$ cat src/rtl/hsv_core_stream_serializer_pkg.sv
// +--------------------------------------------------------------------+
// | hsv_core_stream_serializer_pkg                                     |
// | Shared defaults for the stream serializer and its helpers.         |
// | Rev 1.0                                                            |
// +--------------------------------------------------------------------+
`default_nettype none

package hsv_core_stream_serializer_pkg;

  localparam int DEF_LANES      = 4;
  localparam int DEF_LANE_WIDTH = 32;
  localparam int DEF_PRIO_WIDTH = 4;

endpackage

`default_nettype wire

$ cat src/rtl/hsv_core_prio_onehot.sv
// +--------------------------------------------------------------------+
// | hsv_core_prio_onehot                                               |
// | One-hot grant of the lowest set bit of a request vector.           |
// | Rev 1.0                                                            |
// +--------------------------------------------------------------------+
`default_nettype none

module hsv_core_prio_onehot
  import hsv_core_stream_serializer_pkg::*;
#(
  parameter int WIDTH = DEF_PRIO_WIDTH
) (
  input  logic [WIDTH-1:0] req,
  output logic [WIDTH-1:0] grant
);

  // Two's-complement trick isolates the lowest set bit; zero in gives zero out.
  assign grant = req & (~req + WIDTH'(1));

endmodule

`default_nettype wire

$ cat src/rtl/hsv_core_stream_serializer.sv
// +--------------------------------------------------------------------+
// | hsv_core_stream_serializer                                         |
// | Masked multi-lane word to single-lane stream, one lane per cycle.  |
// | Rev 1.0                                                            |
// +--------------------------------------------------------------------+
`default_nettype none

module hsv_core_stream_serializer
  import hsv_core_stream_serializer_pkg::*;
#(
  parameter int LANES      = DEF_LANES,
  parameter int LANE_WIDTH = DEF_LANE_WIDTH
) (
  input  logic                        clk_core,
  input  logic                        rst_core,
  input  logic                        flush,
  output logic                        ready_o,
  input  logic                        valid_i,
  input  logic [LANES*LANE_WIDTH-1:0] in,
  input  logic [LANES-1:0]            in_mask,
  input  logic                        ready_i,
  output logic                        valid_o,
  output logic [LANE_WIDTH-1:0]       out,
  output logic                        last_o
);

  logic [LANES*LANE_WIDTH-1:0] r_word;
  logic [LANES-1:0]            r_mask;
  logic [LANES-1:0]            w_sel;
  logic                        w_valid;
  logic                        w_last;
  logic                        w_ready;
  logic                        w_in_xfer;
  logic                        w_out_xfer;
  logic [LANE_WIDTH-1:0]       w_terms [LANES];
  logic [LANE_WIDTH-1:0]       w_out;

  hsv_core_prio_onehot #(
    .WIDTH (LANES)
  ) u_prio (
    .req   (r_mask),
    .grant (w_sel)
  );

  assign w_valid    = |r_mask;
  // A mask holds exactly one bit when it equals its own lowest set bit.
  assign w_last     = w_valid && (w_sel == r_mask);
  assign w_ready    = !w_valid || (w_last && ready_i);
  assign w_in_xfer  = w_ready && valid_i;
  assign w_out_xfer = w_valid && ready_i;

  generate
    for (genvar k = 0; k < LANES; k++) begin : g_lane
      assign w_terms[k] = {LANE_WIDTH{w_sel[k]}} & r_word[k*LANE_WIDTH +: LANE_WIDTH];
    end
  endgenerate

  always_comb begin
    w_out = '0;
    for (int k = 0; k < LANES; k++) begin
      w_out = w_out | w_terms[k];
    end
  end

  // Flush beats both transfers; a new word overrides draining of the last lane.
  always_ff @(posedge clk_core or posedge rst_core) begin
    if (rst_core) begin
      r_mask <= '0;
    end else if (flush) begin
      r_mask <= '0;
    end else if (w_in_xfer) begin
      r_mask <= in_mask;
    end else if (w_out_xfer) begin
      r_mask <= r_mask & ~w_sel;
    end
  end

  always_ff @(posedge clk_core) begin
    if (w_in_xfer) begin
      r_word <= in;
    end
  end

  assign ready_o = w_ready;
  assign valid_o = w_valid;
  assign last_o  = w_last;
  assign out     = w_out;

endmodule

`default_nettype wire

$ cat config.mk
export PLATFORM = sky130hd
export DESIGN_NAME = hsv_core_stream_serializer
export DESIGN_NICKNAME = d
export VERILOG_FILES = /design/src/rtl/hsv_core_stream_serializer_pkg.sv /design/src/rtl/hsv_core_prio_onehot.sv /design/src/rtl/hsv_core_stream_serializer.sv
export SDC_FILE = /design/constraint.sdc
export NUM_CORES = 1
export LEC_CHECK = 0
export ABC_AREA = 0
export CORE_MARGIN = 2
export CORE_UTILIZATION = 25
export DETAILED_ROUTE_END_ITERATION = 10
export SYNTH_ARGS = -nofsm -noshare
export SYNTH_HDL_FRONTEND = slang
export SYNTH_SLANG_ARGS = --single-unit
$ cat constraint.sdc
create_clock -name clk_core -period 4.88 [get_ports clk_core]
set_input_delay 0.976 -clock clk_core [delete_from_list [all_inputs] [get_ports clk_core]]
set_output_delay 0.976 -clock clk_core [all_outputs]
set_load 0.01 [all_outputs]
==> impl_metrics.json <==
{
  "first_iter_violations": 162,
  "power_mw": 2.98,
  "required_ps": 3900,
  "clockBufferDepth": 2,
  "cts_tree": "done",
  "cts-root-buf": "clkbuf_16",
  "ys_seq_area_share_pct": 80.6,
  "topRoutingLayerUsed": "met4",
  "min_path_type": "flip-flop to flip-flop",
  "powerDensity_nw_per_um2": 398,
  "wl_mm": 12.4,
  "wl_met1_mm": 5.14,
  "synth_area_leaders": "edfxtp_1, a22oi_1, o21ai_1",
  "portBuffers": 171,
  "grt_setup_unrepaired": "no",
  "cts_buffers": 17,
  "grt_pass1_wl_mm": 18.3,
  "cp.arrival_ps": 2810,
  "cp_slowest_cell": "dfrtp_2",
  "syn_avg_cell_area_um2": 17.4,
  "final.setup.worst_slack_ps": 1100,
  "synth-seq-cells": 132,
  "syn_to_final_growth_pct": 53.1,
  "drive_gt1_share_pct": 10.2,
  "stdcell_count": 736,
  "worstMarginPinSlew_ps": 769,
  "crit_buf_inv": 2,
  "pwr-share-clk_pct": 39.7,
  "final_cell_area_um2": 7500,
  "pre_cts_slack_ps": 1180,
  "synth_largest_area_cell": "edfxtp_1",
  "antenna_found_initial": 0,
  "power.internal_mw": 2.29,
  "overflow": 0,
  "post_dp_cell_area_um2": 6940,
  "num_rows": 51,
  "final.setup.tns_ps": 0,
  "yosysWarnings": 0,
  "ys_async_sr_fraction_pct": 3.03,
  "via_count": 3238,
  "nets": 595,
  "ctsHoldBuffers": 0,
  "synth.top_cell.area_share_pct": 78.5,
  "post-cts-setup-buffers": 0,
  "synth_cells": 281,
  "synth.net_count": 418,
  "max_slew_margin_pct": 48.6,
  "skew_ps": 16.8,
  "wire_per_inst_um": 16.9,
  "worstSetupEndpointType": "output pin",
  "wl_met2_mm": 6.39,
  "final_core_util_pct": 38.8,
  "clock_latency_ps": 420,
  "die_x_um": 144,
  "drc_errors": 0,
  "gp_congestion": 0.771,
  "dp_hpwl_mm": 8.34,
  "num_antenna_cells": 0,
  "layout_min_cycle_time_ps": 3780,
  "numPlacedInstances": 704,
  "whs_ps": 697,
  "clkTransAtPathRegs_ps": 60,
  "track_usage_pct": 12.1,
  "cts.repair.resized": 0,
  "worstSetupPathType": "flip-flop to output pin",
  "dieArea_um2": 20700,
  "path_cells": "nor2b_4 -> buf_4 -> a22oi_1 -> o21ai_1 -> clkdlybuf4s50_1",
  "path_max_fanout": 26,
  "htreeDepth": 4,
  "cts.sinks": 132,
  "fmaxAchievable_mhz": 264,
  "slowest_delay_ps": 630,
  "setup-violations-final": 0,
  "core_um2": 19300,
  "ant_nets": 0,
  "avgViaCountPerCell": 4.40,
  "cpLargestDelayFamily": "buffers and inverters",
  "seqPwrFrac_pct": 46.9,
  "grt_pass1_vias": 3398,
  "firstDrtPassIters": 4,
  "p_switching_uw": 694,
  "grt_max_degree": 45,
  "peakVddDrop_v": 0.000236,
  "syn_area_um2": 4900,
  "initial_core_util_pct": 25.3,
  "die_h_um": 144,
  "ys_types": 26,
  "cap_violations": 0,
  "power_frac_comb_pct": 13.4,
  "maxSlewViolCount": 0,
  "finalCritPeriodShare_pct": 77.5,
  "synth_edf_count": 128,
  "switching_share_pct": 23.3,
  "wl_met3_um": 740,
  "cp-start-kind": "flip-flop",
  "hold_viol_final": 0,
  "leakage_nw": 2.47,
  "io_pins": 172,
  "synthFlopType": "edfxtp_1",
  "status": "finished clean"
}
[registers in the layout, summed over array words and instances, names as in the netlist]
register	cells
r_mask	4
r_word	128
[power by group through the flow]
stage	registers, mW	logic [mW]	clock network, mW
floorplan	1.40	0.161	0
global placement	1.42	0.398	0
detailed placement	1.42	0.404	0
CTS	1.40	0.406	1.23
global route	1.41	0.431	1.27
finish	1.40	0.398	1.18
[cell type report]
cell class	count	area, um^2
sequential	132	3950
multi-input combinational	124	848
clock inverter	15	130
clock buffer	17	425
tap	265	332
inverter	3	11.3
timing repair buffer	180	1800
fill	1808	11800
[cells by family after synthesis]
group,Yosys count,share of synthesized area (%)
AND/OR/NAND/NOR,16,2.20
AO/OA/AOI/OAI,106,14.5
XOR/XNOR,1,0.179
adder cells (fa/ha/maj),1,0.204
buffers and inverters,25,2.38
flip-flops,132,80.6
[placed cells by master, fill, tap and decap left out]
master and count:
clkinv_4 2, inv_6 4, dfrtp_1 2, nand2b_1 1, xor2_1 1, inv_2 1, o41ai_1 1, nor2b_1 1
nor3_1 1, nor2b_4 2, or4_4 1, bufinv_16 1, o31ai_1 1, buf_12 2, maj3_1 1, o211a_2 1
clkinv_2 2, inv_1 2, dfrtp_2 2, a22oi_1 64, or4b_1 1, buf_4 7, o22ai_1 3, nand2_1 7
nor4b_4 1, clkinv_1 2, clkdlybuf4s50_1 171, nor2_1 1, o21ai_2 1, clkinvlp_4 4, edfxtp_1 128, o21ai_0 1
o21ai_1 34, clkbuf_16 17
[path summary, 6_finish.rpt]
kind	from	endpoint	slack [ps]	depth (start not counted)
worst max-delay path	r_mask[1]$_DFFE_PP0P_	out[25]	1100	5
worst min-delay path	r_mask[3]$_DFFE_PP0P_	r_mask[3]$_DFFE_PP0P_	700	2
worst max register to register	r_mask[0]$_DFFE_PP0P_	r_word[111]$_DFFE_PP_	1970	5
worst min register to register	r_mask[3]$_DFFE_PP0P_	r_mask[3]$_DFFE_PP0P_	700	2
max in group asynchronous	rst_core	r_mask[1]$_DFFE_PP0P_	3950	2
min in group asynchronous	rst_core	r_mask[2]$_DFFE_PP0P_	780	2
[layer usage]
layer  GRT usage (%)  vias up
met2            20.9      127
met3            3.47       10
met4            5.26        0
li1                -     1503
met1            14.1     1598
met5               0        -
[worst reg2reg max path, delay by kind of cell (launching register included)]
kind | cells | cell delay [ps]
compound gates | 1 | 310
buf+inv | 2 | 740
flops | 1 | 660
simple gates | 2 | 860
[Yosys cell counts, types with 2 or more instances]
| cell | number |
|---|---|
| a22oi_1 | 64 |
| buf_2 | 12 |
| clkbuf_1 | 9 |
| dfrtp_1 | 4 |
| edfxtp_1 | 128 |
| inv_1 | 2 |
| nand2_1 | 7 |
| nor2b_1 | 2 |
| o21ai_1 | 34 |
| o22ai_1 | 3 |
(Power assumes the default switching activity.)
